--- config.mk ---
export PLATFORM = sky130hd
export DESIGN_NAME = missile_scheduler_flat
export DESIGN_NICKNAME = d
export VERILOG_FILES = /design/src/rtl/missile_pkg.sv /design/src/rtl/missile_scheduler_if.sv /design/src/rtl/missile_slot.sv /design/src/rtl/missile_scheduler.sv /design/src/flat_wrapper.sv
export SDC_FILE = /design/constraint.sdc
export NUM_CORES = 1
export LEC_CHECK = 0
export CAP_MARGIN = 20
export CORE_MARGIN = 2
export CORE_UTILIZATION = 50
export CTS_CLUSTER_DIAMETER = 30
export DETAILED_ROUTE_END_ITERATION = 12
export PLACE_DENSITY = 0.79
export SETUP_SLACK_MARGIN = 0.02
export SYNTH_ARGS = -nofsm -noshare
export SYNTH_HDL_FRONTEND = slang
export SYNTH_HIERARCHICAL = 1
export SYNTH_SLANG_ARGS = --single-unit
export TNS_END_PERCENT = 5
--- constraint.sdc ---
create_clock -name frame_clk -period 4.24 [get_ports frame_clk]
set_clock_uncertainty 0.05 [all_clocks]
set_input_delay 0.424 -clock frame_clk [delete_from_list [all_inputs] [get_ports frame_clk]]
set_output_delay 0.424 -clock frame_clk [all_outputs]
set_load 0.01 [all_outputs]
--- src/rtl/missile_pkg.sv ---
// Shared types and constants for the player-missile scheduler.
package missile_pkg;

    typedef enum logic [1:0] {
        IDLE    = 2'd0,
        FLIGHT  = 2'd1,
        EXPLODE = 2'd2
    } slot_state_t;

    localparam logic [7:0] FIRE_KEY_DEF = 8'h1A;
    localparam logic [9:0] SCREEN_X_MAX = 10'd639;
    localparam logic [9:0] SCREEN_Y_MAX = 10'd479;

    typedef struct packed {
        logic [9:0] x;
        logic [9:0] y;
    } mpos_t;

    // Missile spawns centred on the ship's top edge; wraps modulo 2^10.
    function automatic logic [9:0] launch_x(input logic [9:0] ship_x,
                                            input logic [9:0] ship_sx,
                                            input logic [9:0] msize_x);
        return ship_x + (ship_sx >> 1) - (msize_x >> 1);
    endfunction

endpackage

--- src/rtl/missile_scheduler_if.sv ---
// Bus between ship/keycode logic, the scheduler and the color/collision side.
interface missile_scheduler_if #(
    parameter int NUM_MISSILES = 4
);
    logic [7:0]                   keycode;
    logic [9:0]                   ShipX;
    logic [9:0]                   ShipY;
    logic [9:0]                   Ship_sizeX;
    logic [NUM_MISSILES-1:0]      hit;
    logic [10*NUM_MISSILES-1:0]   MissileX_all;
    logic [10*NUM_MISSILES-1:0]   MissileY_all;
    logic [2*NUM_MISSILES-1:0]    slot_state;
    logic [9:0]                   MissileSX;
    logic [9:0]                   MissileSY;
    logic                         fire_ack;

    modport master (
        output keycode, ShipX, ShipY, Ship_sizeX, hit,
        input  MissileX_all, MissileY_all, slot_state, MissileSX, MissileSY, fire_ack
    );

    modport slave (
        input  keycode, ShipX, ShipY, Ship_sizeX, hit,
        output MissileX_all, MissileY_all, slot_state, MissileSX, MissileSY, fire_ack
    );
endinterface

--- src/rtl/missile_slot.sv ---
// One missile slot: IDLE -> FLIGHT -> (EXPLODE) -> IDLE, one step per frame.
module missile_slot
    import missile_pkg::*;
#(
    parameter int Y_STEP      = 3,
    parameter int EXPL_FRAMES = 4
) (
    input  logic        frame_clk,
    input  logic        Reset,
    input  logic        launch,
    input  mpos_t       launch_pos,
    input  logic        hit,
    output mpos_t       pos,
    output slot_state_t state
);
    localparam logic [9:0] YS        = 10'(Y_STEP);
    localparam logic [3:0] EXPL_INIT = 4'(EXPL_FRAMES - 1);

    slot_state_t state_d;
    mpos_t       pos_d;
    logic [3:0]  cnt, cnt_d;

    always_ff @(posedge frame_clk) begin
        if (Reset) begin
            state <= IDLE;
            pos   <= '0;
            cnt   <= '0;
        end else begin
            state <= state_d;
            pos   <= pos_d;
            cnt   <= cnt_d;
        end
    end

    // Hit outranks top-of-screen retire so a last-frame hit still explodes.
    always_comb begin
        state_d = state;
        pos_d   = pos;
        cnt_d   = cnt;
        case (state)
            IDLE: begin
                if (launch) begin
                    state_d = FLIGHT;
                    pos_d   = launch_pos;
                end
            end
            FLIGHT: begin
                if (hit) begin
                    state_d = EXPLODE;
                    cnt_d   = EXPL_INIT;
                end else if (pos.y < YS) begin
                    state_d = IDLE;
                end else begin
                    pos_d.y = pos.y - YS;
                end
            end
            EXPLODE: begin
                if (cnt == 4'd0) state_d = IDLE;
                else             cnt_d   = cnt - 4'd1;
            end
            default: state_d = IDLE;
        endcase
    end

endmodule

--- src/rtl/missile_scheduler.sv ---
// Missile pool: fire-key arbitration with cooldown, lowest free slot wins.
module missile_scheduler
    import missile_pkg::*;
#(
    parameter int         NUM_MISSILES = 4,
    parameter logic [7:0] FIRE_KEY     = FIRE_KEY_DEF,
    parameter int         COOLDOWN     = 8,
    parameter int         Y_STEP       = 3,
    parameter int         EXPL_FRAMES  = 4,
    parameter int         MSIZE_X      = 4,
    parameter int         MSIZE_Y      = 6
) (
    input logic                frame_clk,
    input logic                Reset,
    missile_scheduler_if.slave bus
);
    localparam logic [9:0] MSX     = 10'(MSIZE_X);
    localparam logic [9:0] MSY     = 10'(MSIZE_Y);
    localparam logic [7:0] CD_INIT = 8'(COOLDOWN);

    logic [7:0]                    cooldown;
    logic                          fire_req;
    logic [NUM_MISSILES-1:0]       idle, launch;
    mpos_t                         lpos;
    mpos_t [NUM_MISSILES-1:0]      pos;
    slot_state_t [NUM_MISSILES-1:0] st;
    logic [10*NUM_MISSILES-1:0]    x_all, y_all;
    logic [2*NUM_MISSILES-1:0]     s_all;

    assign fire_req = (bus.keycode == FIRE_KEY) && (cooldown == 8'd0) &&
                      (|idle) && (bus.ShipY >= MSY);

    // idle & -idle isolates the lowest free slot.
    assign launch = fire_req ? (idle & (~idle + 1'b1)) : '0;

    assign lpos.x = launch_x(bus.ShipX, bus.Ship_sizeX, MSX);
    assign lpos.y = bus.ShipY - MSY;

    always_ff @(posedge frame_clk) begin
        if (Reset) begin
            cooldown     <= '0;
            bus.fire_ack <= 1'b0;
        end else begin
            bus.fire_ack <= fire_req;
            if (fire_req)              cooldown <= CD_INIT;
            else if (cooldown != 8'd0) cooldown <= cooldown - 8'd1;
        end
    end

    for (genvar g = 0; g < NUM_MISSILES; g++) begin : g_slot
        missile_slot #(
            .Y_STEP      (Y_STEP),
            .EXPL_FRAMES (EXPL_FRAMES)
        ) u_slot (
            .frame_clk  (frame_clk),
            .Reset      (Reset),
            .launch     (launch[g]),
            .launch_pos (lpos),
            .hit        (bus.hit[g]),
            .pos        (pos[g]),
            .state      (st[g])
        );
        assign idle[g] = (st[g] == IDLE);
    end

    always_comb begin
        x_all = '0;
        y_all = '0;
        s_all = '0;
        for (int i = 0; i < NUM_MISSILES; i++) begin
            x_all[10*i +: 10] = pos[i].x;
            y_all[10*i +: 10] = pos[i].y;
            s_all[2*i +: 2]   = st[i];
        end
    end

    assign bus.MissileX_all = x_all;
    assign bus.MissileY_all = y_all;
    assign bus.slot_state   = s_all;
    assign bus.MissileSX    = MSX;
    assign bus.MissileSY    = MSY;

endmodule

--- src/flat_wrapper.sv ---
// flat-port wrapper written by rule: the top's interface ports become plain ports
module missile_scheduler_flat import missile_pkg::*;
#(
    parameter int         NUM_MISSILES = 4,
    parameter logic [7:0] FIRE_KEY     = FIRE_KEY_DEF,
    parameter int         COOLDOWN     = 8,
    parameter int         Y_STEP       = 3,
    parameter int         EXPL_FRAMES  = 4,
    parameter int         MSIZE_X      = 4,
    parameter int         MSIZE_Y      = 6
)
  (frame_clk, Reset, bus_keycode, bus_ShipX, bus_ShipY, bus_Ship_sizeX, bus_hit, bus_MissileX_all, bus_MissileY_all, bus_slot_state, bus_MissileSX, bus_MissileSY, bus_fire_ack);
  missile_scheduler_if #(.NUM_MISSILES(NUM_MISSILES)) bus_i ();
  input logic frame_clk;
  input logic Reset;
  input wire logic [$bits(bus_i.keycode)-1:0] bus_keycode;
  input wire logic [$bits(bus_i.ShipX)-1:0] bus_ShipX;
  input wire logic [$bits(bus_i.ShipY)-1:0] bus_ShipY;
  input wire logic [$bits(bus_i.Ship_sizeX)-1:0] bus_Ship_sizeX;
  input wire logic [$bits(bus_i.hit)-1:0] bus_hit;
  output wire logic [$bits(bus_i.MissileX_all)-1:0] bus_MissileX_all;
  output wire logic [$bits(bus_i.MissileY_all)-1:0] bus_MissileY_all;
  output wire logic [$bits(bus_i.slot_state)-1:0] bus_slot_state;
  output wire logic [$bits(bus_i.MissileSX)-1:0] bus_MissileSX;
  output wire logic [$bits(bus_i.MissileSY)-1:0] bus_MissileSY;
  output wire logic [$bits(bus_i.fire_ack)-1:0] bus_fire_ack;
  assign bus_i.keycode = bus_keycode;
  assign bus_i.ShipX = bus_ShipX;
  assign bus_i.ShipY = bus_ShipY;
  assign bus_i.Ship_sizeX = bus_Ship_sizeX;
  assign bus_i.hit = bus_hit;
  assign bus_MissileX_all = bus_i.MissileX_all;
  assign bus_MissileY_all = bus_i.MissileY_all;
  assign bus_slot_state = bus_i.slot_state;
  assign bus_MissileSX = bus_i.MissileSX;
  assign bus_MissileSY = bus_i.MissileSY;
  assign bus_fire_ack = bus_i.fire_ack;
  missile_scheduler #(.NUM_MISSILES(NUM_MISSILES), .FIRE_KEY(FIRE_KEY), .COOLDOWN(COOLDOWN), .Y_STEP(Y_STEP), .EXPL_FRAMES(EXPL_FRAMES), .MSIZE_X(MSIZE_X), .MSIZE_Y(MSIZE_Y)) u_core (.frame_clk(frame_clk), .Reset(Reset), .bus(bus_i));
endmodule
### Yosys cells after proc, flatten, opt, wreduce, memory -nomap -nowiden

Index checks and enable logic that the tools add are counted.

* bits in registers: 113
* output and inout port bits: 109

* $add $sub $neg: 13
* order comparisons: 5
* equality and inequality tests: 37
* multiplexer cells: 51
* bitwise gates (word level): 2
* reductions and logical operators: 40

Operators by type and width (number)
* two-way mux 10 bit: 12
* case mux 10 bit (2 select lines): 4
* subtractor 10 x 2 -> 10 bit, second input constant: 5
* != test 2 bit, second input constant: 24
* two-way mux 4 bit: 11
* less-than comparator 10 x 2 -> 1 bit, second input constant: 4
* two-way mux 2 bit: 16
* case mux 4 bit (2 select lines): 4
* case mux 2 bit (3 select lines): 4
* AND reduction 3 bit: 8
* nonzero test 2 bit: 9
* zero test 4 bit: 4
* AND reduction 4 bit: 4
* subtractor 4 x 1 -> 4 bit, second input constant: 4
* != test 3 bit, second input constant: 4
* adder 10 x 9 -> 10 bit: 1
* >= comparator 10 x 3 -> 1 bit, second input constant: 1
* subtractor 10 x 3 -> 10 bit, second input constant: 1
* == test 2 x 1 -> 1 bit, second input constant: 4
* == test 2 bit, second input constant: 4
* == test 8 x 5 -> 1 bit, second input constant: 1
* zero test 2 bit: 4
* zero test 8 bit: 1
* AND reduction 2 bit: 4
* 8 further kinds: 10

### Depth between registers and ports, before layout

Gate-level depths: netlist (run 1).

* word-level depth: 7
* depth in mapped cells: 12
* mapped depth without buffers: 11

### Modules after synthesis

The synthesis (run 1) kept the hierarchy.

Modules (own cells, without submodules)
* missile_slot: times used 4, cells an instance 170, area an instance 1396.3 µm², seq. area each 520.5 µm²
* missile_scheduler: times used 1, cells an instance 179, area an instance 1408.9 µm², seq. area each 180.2 µm²

### Worst setup path before layout (run 1)

Ideal clock, no wire load.

* path kind: input port to flip-flop
* from: input port bus_ShipX[1]
* to: register u_core/g_slot[0].u_slot/pos[19] (netlist name)
* library setup time: 0.070 ns
* data arrival time: 2.469 ns
* data required time: 4.120 ns
* path slack: 1.651 ns
* stages: 11
* path buffers: 0
* cell sequence: inv_1 ha_1 inv_1 ha_1 fa_1 a21o_1 a2111oi_2 a21oi_1 xnor2_1 nand2_1 a21oi_1

RTL lines
* from (decl): line flat_wrapper.sv:17 `input wire logic [$bits(bus_i.ShipX)-1:0] bus_ShipX;`

### Final worst setup path (run 1)

* from: register u_core.cooldown[0]
* to: register u_core/g_slot[1].u_slot/pos[17] (netlist name)

* longest elaborated chain between the ends: 6

Ends and longest elaborated chain
* from (decl): line missile_scheduler.sv:21 `logic [7:0] cooldown;`
* from (signal assigned): line missile_scheduler.sv:46 `else if (cooldown != 8'd0) cooldown <= cooldown - 8'd1;`
* zero test 8 bit: line missile_scheduler.sv:30 `assign fire_req = (bus.keycode == FIRE_KEY) && (cooldown == 8'd0) &&`
* logical AND 1 bit (2 in series): line missile_scheduler.sv:30
* logical AND 1 bit: line missile_scheduler.sv:31 `(|idle) && (bus.ShipY >= MSY);`
* two-way mux 4 bit: line missile_scheduler.sv:34 `assign launch = fire_req ? (idle & (~idle + 1'b1)) : '0;`
* named net u_core.launch[1]: line missile_scheduler.sv:23 `logic [NUM_MISSILES-1:0] idle, launch;`
* AND reduction 2 bit (no source line)

The timed path passes the listed nets, and every way through them passes these cells.
A chain may end at the register's enable or synchronous reset.

==> results of run 1 <==
==> per-layer routing <==
metal,wire length (um),GRT usage
met2,8660,0.408
met5,0,0
met3,1700,0.0743
met4,335,0.0848
met1,8260,0.333
==> where the power goes <==
part	total [mW]	switching [mW]	internal, mW
Clock	1.35	0.488	0.858
Sequential	1.13	0.0364	1.09
Combinational	0.463	0.255	0.208
==> area by class of cell <==
class / count / area [um^2]
Clock buffer: 25 / 495
Timing Repair Buffer: 133 / 1320
Inverter: 51 / 191
Fill cell: 1215 / 5000
Tap cell: 180 / 225
Sequential cell: 113 / 2260
Multi-Input combinational cell: 655 / 4220
Clock inverter: 6 / 55.1
==> per-stage QoR <==
step	setup WS [ns]	std cells	total power, mW	util
2_1_floorplan	1.65	877	1.50	-
3_3_place_gp	0.940	1132	1.60	0.597
3_5_place_dp	0.917	1132	1.61	0.597
4_1_cts	1.24	1163	2.95	0.637
5_1_grt	0.892	1163	3.05	0.637
6_report	1.22	1163	2.94	0.637
==> cells by family after synthesis <==
logic type                 Yosys count  synth area share
muxes                                6           0.00859
xor gates and xnor gates            27            0.0338
adders and majority gates           29            0.0530
other                                2           0.00107
AOI/OAI and AO/OA                  212             0.204
buffers and inverters              109            0.0832
DFF                                113             0.323
and+or+nand+nor                    361             0.293
==> sequential cells by signal, indices dropped and copies added (netlist names) <==
register                    flops
u_core/g_slot.u_slot/cnt       16
u_core/cooldown                 8
u_core/g_slot.u_slot/state      8
u_core/bus.fire_ack             1
u_core/g_slot.u_slot/pos       80
==> final timing paths <==
check	to	cells past startpoint	from	slack (ns)
worst max-delay path	u_core/g_slot[1].u_slot/pos[17]$_SDFFE_PP0P_	10	u_core/cooldown[0]$_SDFFE_PP0P_	1.22
worst min-delay path	u_core/g_slot[0].u_slot/cnt[0]$_SDFFE_PP0P_	1	u_core/g_slot[0].u_slot/cnt[0]$_SDFFE_PP0P_	0.40
worst max register to register	u_core/g_slot[1].u_slot/pos[17]$_SDFFE_PP0P_	10	u_core/cooldown[0]$_SDFFE_PP0P_	1.22
worst min register to register	u_core/g_slot[0].u_slot/cnt[0]$_SDFFE_PP0P_	1	u_core/g_slot[0].u_slot/cnt[0]$_SDFFE_PP0P_	0.40
==> worst reg2reg max path, cell delays in order (launching register included) <==
cell      delay (ns)
dfxtp_1         0.34
inv_1           0.09
ha_1            0.15
nor3b_4         0.24
and2_1          0.41
nand3_4         0.19
nor4_1          0.34
nand2b_1        0.15
nor2_1          0.69
nand2_1         0.15
a21oi_1         0.15
==> layout by cell type, fill, tap and decap left out, types with 14 or more instances in the layout <==
master	instances
or3_1	16
conb_1	20
inv_1	51
nor3_1	18
nand2_1	149
nor2_1	35
nand2b_1	25
xor2_1	14
dfxtp_1	113
a21oi_1	95
clkbuf_16	17
clkdlybuf4s50_1	130
ha_1	28
and3_1	26
==> results.ini, run 1 <==
[synthesis]
yosys_warnings = 6
ys_seq_area_frac = 0.323
yosysMostFrequentCell = nand2_1
synthesis.area_mm2 = 0.00699
synth-seq-cells = 113
synth_area_leaders = dfxtp_1, nand2_1, a21oi_1, ha_1, inv_1
async_flop_share = 0
synth_common_cells = nand2_1, dfxtp_1, a21oi_1, inv_1, nor2_1
ys_types = 67
postSynthCellCount = 859
synth-edff-count = 0
synth_top_flop_cell = dfxtp_1
synth.top_cell.area_share = 0.323
synth_largest_area_cell = dfxtp_1
syn_area_per_cell_um2 = 8.14

[clocking]
cts_root_buffer = clkbuf_16
worstSkewPairLatency_ns = 0.42
holdBufCountCts = 0
clkSinkCount = 113
ctsHtreeMaxLevel = 4
cts_resized = 0
clk_pin_slew_ns = 0.05
numCtsBuffers = 17
cts_tree = yes
cts_max_path_buffers = 2
cts_setup_buffers = 0

[sta]
fin_crit_sh = 0.712
final_hold_viol_count = 0
fmax_ghz = 0.331
period_minus_slack_ns = 3.02
rsz0062_at_grt = no
timing.hold.ws_ns = 0.404
relSlewSlack = 0.402
maxSlewViolCount = 0
worst_pin_slew_ns = 0.893
fin_tns_setup_ns = 0
setup_violations = 0

[die]
dieHeight_um = 122
die_x_um = 122
core_mm2 = 0.0138
die_area_mm2 = 0.0150
io_pins = 153
floorplan.initialDensity = 0.508
row_count = 43

[hold_path]
holdCritPathClass = flip-flop to flip-flop

[pwr]
irDropWorstVdd_mv = 0.257
power_density_mw_per_mm2 = 335
power.leakage_nw = 3.30

[cells_and_area]
stdcell_area_mm2 = 0.00877
diodes = 0
finalNetCount = 1044
synthToLayoutAreaGrowth_pct = 25.4
drive_gt1_frac = 0.0905

[global_routing]
grt_max_degree = 66
gr-usage-all-layers = 0.256
antenna_found_initial = 0
first_global_vias = 6066
grt-ovfl-total = 0
grt_pass1_wl_mm = 30.1

[drt]
avgRoutedWirePerCell_um = 16.3
remaining_drc_errors = 0
wl_mm = 19.0
postRouteAntennaNets = 0
routed_via_density = 5.70
first_iter_violations = 688
drtPass1Iterations = 6
dr_total_vias = 6626

[placed_design]
dp_hpwl_mm = 13.2
gp_congestion = 0.902
dpl_cell_area_mm2 = 0.00822
port_buffers = 131

[outcome]
status = complete, no violations

[setup_path]
cp-start-kind = flip-flop
worst_path_largest_cell_delay_ns = 0.69
cp.required_ns = 4.54
crit_type = flip-flop to flip-flop
worst_path_dominant_cell_family = simple AND/OR/NAND/NOR gates
critPathBufInv = 1
end_kind = flip-flop
cp.arrival_ns = 3.32
critPathSlowestCell = nor2_1
path_max_fanout = 11
worstPathCellList = inv_1, ha_1, nor3b_4, and2_1, nand3_4, nor4_1, nand2b_1, nor2_1, nand2_1, a21oi_1

[flow_run]
drv_cap = 0

Power figures use the tool's default switching activity.
==> inputs of run 2 (changes only) <==
Clock period 4.24 ns to 2.8 ns, I/O delays scaled along.
==> results.ini, run 2 (synthesized netlist as in run 1, its figures left out) <==
[outcome]
status = complete, no violations  ; unchanged

[cells_and_area]
final_cell_mix = nand2_1, clkdlybuf4s50_1, dfxtp_1  ; unchanged
layout.area.seq_mm2 = 0.00226  ; unchanged
multi_input_area_mm2 = 0.00425  ; was 0.00422 mm^2
synthToLayoutAreaGrowth_pct = 31.9  ; was 25.4%
n_fill_cell = 1126  ; was 1215
final_common_cell = nand2_1  ; unchanged
finalNetCount = 1085  ; was 1044
top_regs = u_core/g_slot.u_slot/pos x80, u_core/g_slot.u_slot/cnt x16  ; unchanged
top_register = u_core/g_slot.u_slot/pos  ; unchanged
drive_gt1_frac = 0.133  ; was 0.0905
diodes = 0  ; unchanged
largest_register_ffs = 80  ; unchanged

[setup_path]
r2r_end = u_core/g_slot[2].u_slot/pos[5]$_SDFFE_PP0P_  ; was u_core/g_slot[1].u_slot/pos[17]$_SDFFE_PP0P_
regToRegStartpoint = u_core/cooldown[0]$_SDFFE_PP0P_  ; unchanged
r2r_cells = 10  ; unchanged
cp.required_ns = 3.09  ; was 4.54 ns
end_kind = flip-flop  ; unchanged
worstPathCellList = inv_1, ha_1, nor3b_4, and2_1, nand3_4, nor4b_2, nand2b_1, a21o_1, or3_1, a31oi_1  ; was inv_1, ha_1, nor3b_4, and2_1, nand3_4, nor4_1, nand2b_1, nor2_1, nand2_1, a21oi_1
worst_path_largest_cell_delay_ns = 0.38  ; was 0.69 ns
cp.arrival_ns = 2.92  ; was 3.32 ns
path_max_fanout = 5  ; was 11
cp-start-kind = flip-flop  ; unchanged
rrSetupSlack_ns = 0.17  ; was 1.22 ns
critPathSlowestCell = or3_1  ; was nor2_1
crit_type = flip-flop to flip-flop  ; unchanged

[die]
floorplan.initialDensity = 0.508  ; unchanged
die_x_um = 122  ; unchanged
dieHeight_um = 122  ; unchanged
io_pins = 153  ; unchanged
die_area_mm2 = 0.0150  ; unchanged
core_mm2 = 0.0138  ; unchanged
row_count = 43  ; unchanged

[clocking]
numCtsBuffers = 17  ; unchanged
clkSinkCount = 113  ; unchanged
clk_pin_slew_ns = 0.05  ; about the same
worstSkewPairLatency_ns = 0.42  ; about the same
cts_tree = yes  ; unchanged
cts_root_buffer = clkbuf_16  ; unchanged
ctsHtreeMaxLevel = 4  ; unchanged
cts_max_path_buffers = 2  ; unchanged
cts_setup_buffers = 0  ; unchanged

[global_routing]
grt_max_degree = 58  ; was 66
grt_pass1_wl_mm = 30.8  ; was 30.1 mm
antenna_found_initial = 0  ; unchanged
gr-usage-all-layers = 0.261  ; was 0.256
first_global_vias = 6252  ; was 6066
grt-ovfl-total = 0  ; unchanged

[sta]
relSlewSlack = 0.564  ; was 0.402
period_minus_slack_ns = 2.63  ; was 3.02 ns
worst_pin_slew_ns = 0.652  ; was 0.893 ns
fin_ws_ns = 0.173  ; was 1.22 ns
fmax_ghz = 0.381  ; was 0.331 GHz
rsz0062_at_grt = yes  ; was no
setup_violations = 0  ; unchanged
fin_crit_sh = 0.938  ; was 0.712
maxSlewViolCount = 0  ; unchanged
fin_tns_setup_ns = 0  ; unchanged
final_hold_viol_count = 0  ; unchanged

[drt]
wl_mm = 19.6  ; was 19.0 mm
remaining_drc_errors = 0  ; unchanged
dr_total_vias = 6909  ; was 6626
routed_via_density = 5.73  ; was 5.70
first_iter_violations = 745  ; was 688
drtPass1Iterations = 5  ; was 6
avgRoutedWirePerCell_um = 16.2  ; was 16.3 um
postRouteAntennaNets = 0  ; unchanged

[pwr]
power.leakage_nw = 3.56  ; was 3.30 nW
pwr-share-clk = 0.498  ; was 0.458
p_int_mw = 3.73  ; was 2.16 mW
seq_power_share = 0.345  ; was 0.384
irDropWorstVdd_mv = 0.435  ; was 0.257 mV
p_comb_frac = 0.157  ; was 0.158
power_density_mw_per_mm2 = 537  ; was 335 mW/mm^2
switchingPower_mw = 1.23  ; was 779 uW
p_sw_frac = 0.248  ; was 0.265

[hold_path]
holdCritPathClass = input port to flip-flop  ; was flip-flop to flip-flop
hp-start = Reset  ; was u_core/g_slot[0].u_slot/cnt[0]$_SDFFE_PP0P_
hold_depth = 2  ; was 1
worstHoldEndpoint = u_core/bus.fire_ack$_SDFF_PP0_  ; was u_core/g_slot[0].u_slot/cnt[0]$_SDFFE_PP0P_

[placed_design]
port_buffers = 131  ; unchanged
gp_congestion = 0.895  ; was 0.902
dp_hpwl_mm = 13.9  ; was 13.2 mm
place_ws_ns = -0.293  ; was 0.917 ns

[flow_run]
drv_cap = 0  ; unchanged

-- run 2: worst max path at each step --
stage                                    startpoint                                      endpoint  slack [ns]
detailed placement                bus_Ship_sizeX[2]  u_core/g_slot[1].u_slot/pos[19]$_SDFFE_PP0P_       -0.29
global placement                       bus_ShipX[1]  u_core/g_slot[0].u_slot/pos[19]$_SDFFE_PP0P_       -0.26
finish              u_core/cooldown[0]$_SDFFE_PP0P_   u_core/g_slot[2].u_slot/pos[5]$_SDFFE_PP0P_        0.17
floorplan                              bus_ShipX[1]  u_core/g_slot[0].u_slot/pos[19]$_SDFFE_PP0P_        0.36
global route        u_core/cooldown[0]$_SDFFE_PP0P_   u_core/g_slot[0].u_slot/pos[5]$_SDFFE_PP0P_        0.02
CTS                               bus_Ship_sizeX[2]  u_core/g_slot[2].u_slot/pos[19]$_SDFFE_PP0P_        0.12
-- run 2: power by group through the flow --
stage	clock network [mW]	registers, mW	logic [mW]
2_1_floorplan	0	1.73	0.541
3_3_place_gp	0	1.74	0.732
3_5_place_dp	0	1.74	0.742
4_1_cts	2.50	1.71	0.762
5_1_grt	2.57	1.72	0.852
6_report	2.47	1.71	0.776
-- run 2: area by class of cell --
cell class                      instances  area share
Tap cell                              180      0.0244
Timing Repair Buffer                  174       0.177
Multi-Input combinational cell        655       0.460
Sequential cell                       113       0.245
Inverter                               51      0.0208
Clock buffer                           21      0.0499
Clock inverter                         11      0.0225
-- run 2: metrics by stage --
| stage | total power [mW] | hold WS (ns) | area, um^2 | std cells | utilization |
|---|---|---|---|---|---|
| after detailed placement | 2.48 | 0.398 | 8530 | 1173 | 0.619 |
| after global placement | 2.47 | 0.391 | 8530 | 1173 | 0.619 |
| after CTS | 4.97 | 0.293 | 9200 | 1205 | 0.668 |
| after global routing | 5.14 | 0.320 | 9230 | 1205 | 0.670 |
| final | 4.96 | 0.299 | 9230 | 1205 | 0.670 |
| after floorplan | 2.27 | 0.377 | 7060 | 877 | - |
-- run 2: repair_timing --
| item | CTS | global route |
|---|---|---|
| gates resized for setup | 0 | 4 |
| setup endpoints to repair | 0 | 15 |
| hold buffers | 0 | 0 |
-- run 2: metal layers --
layer	global-route usage	vias up	share of wire
met2	0.410	322	0.46
met4	0.126	0	0.035
met3	0.0702	47	0.091
met5	0	-	0
met1	0.331	3216	0.42
li1	-	3324	-
-- run 2: critical path, delay by kind of cell (launching register included) --
| kind | cells | cell delay (ns) |
|---|---|---|
| adders and majority gates | 1 | 0.16 |
| DFF | 1 | 0.34 |
| AOI/OAI and AO/OA | 2 | 0.40 |
| and+or+nand+nor | 6 | 1.51 |
| buffers and inverters | 1 | 0.09 |
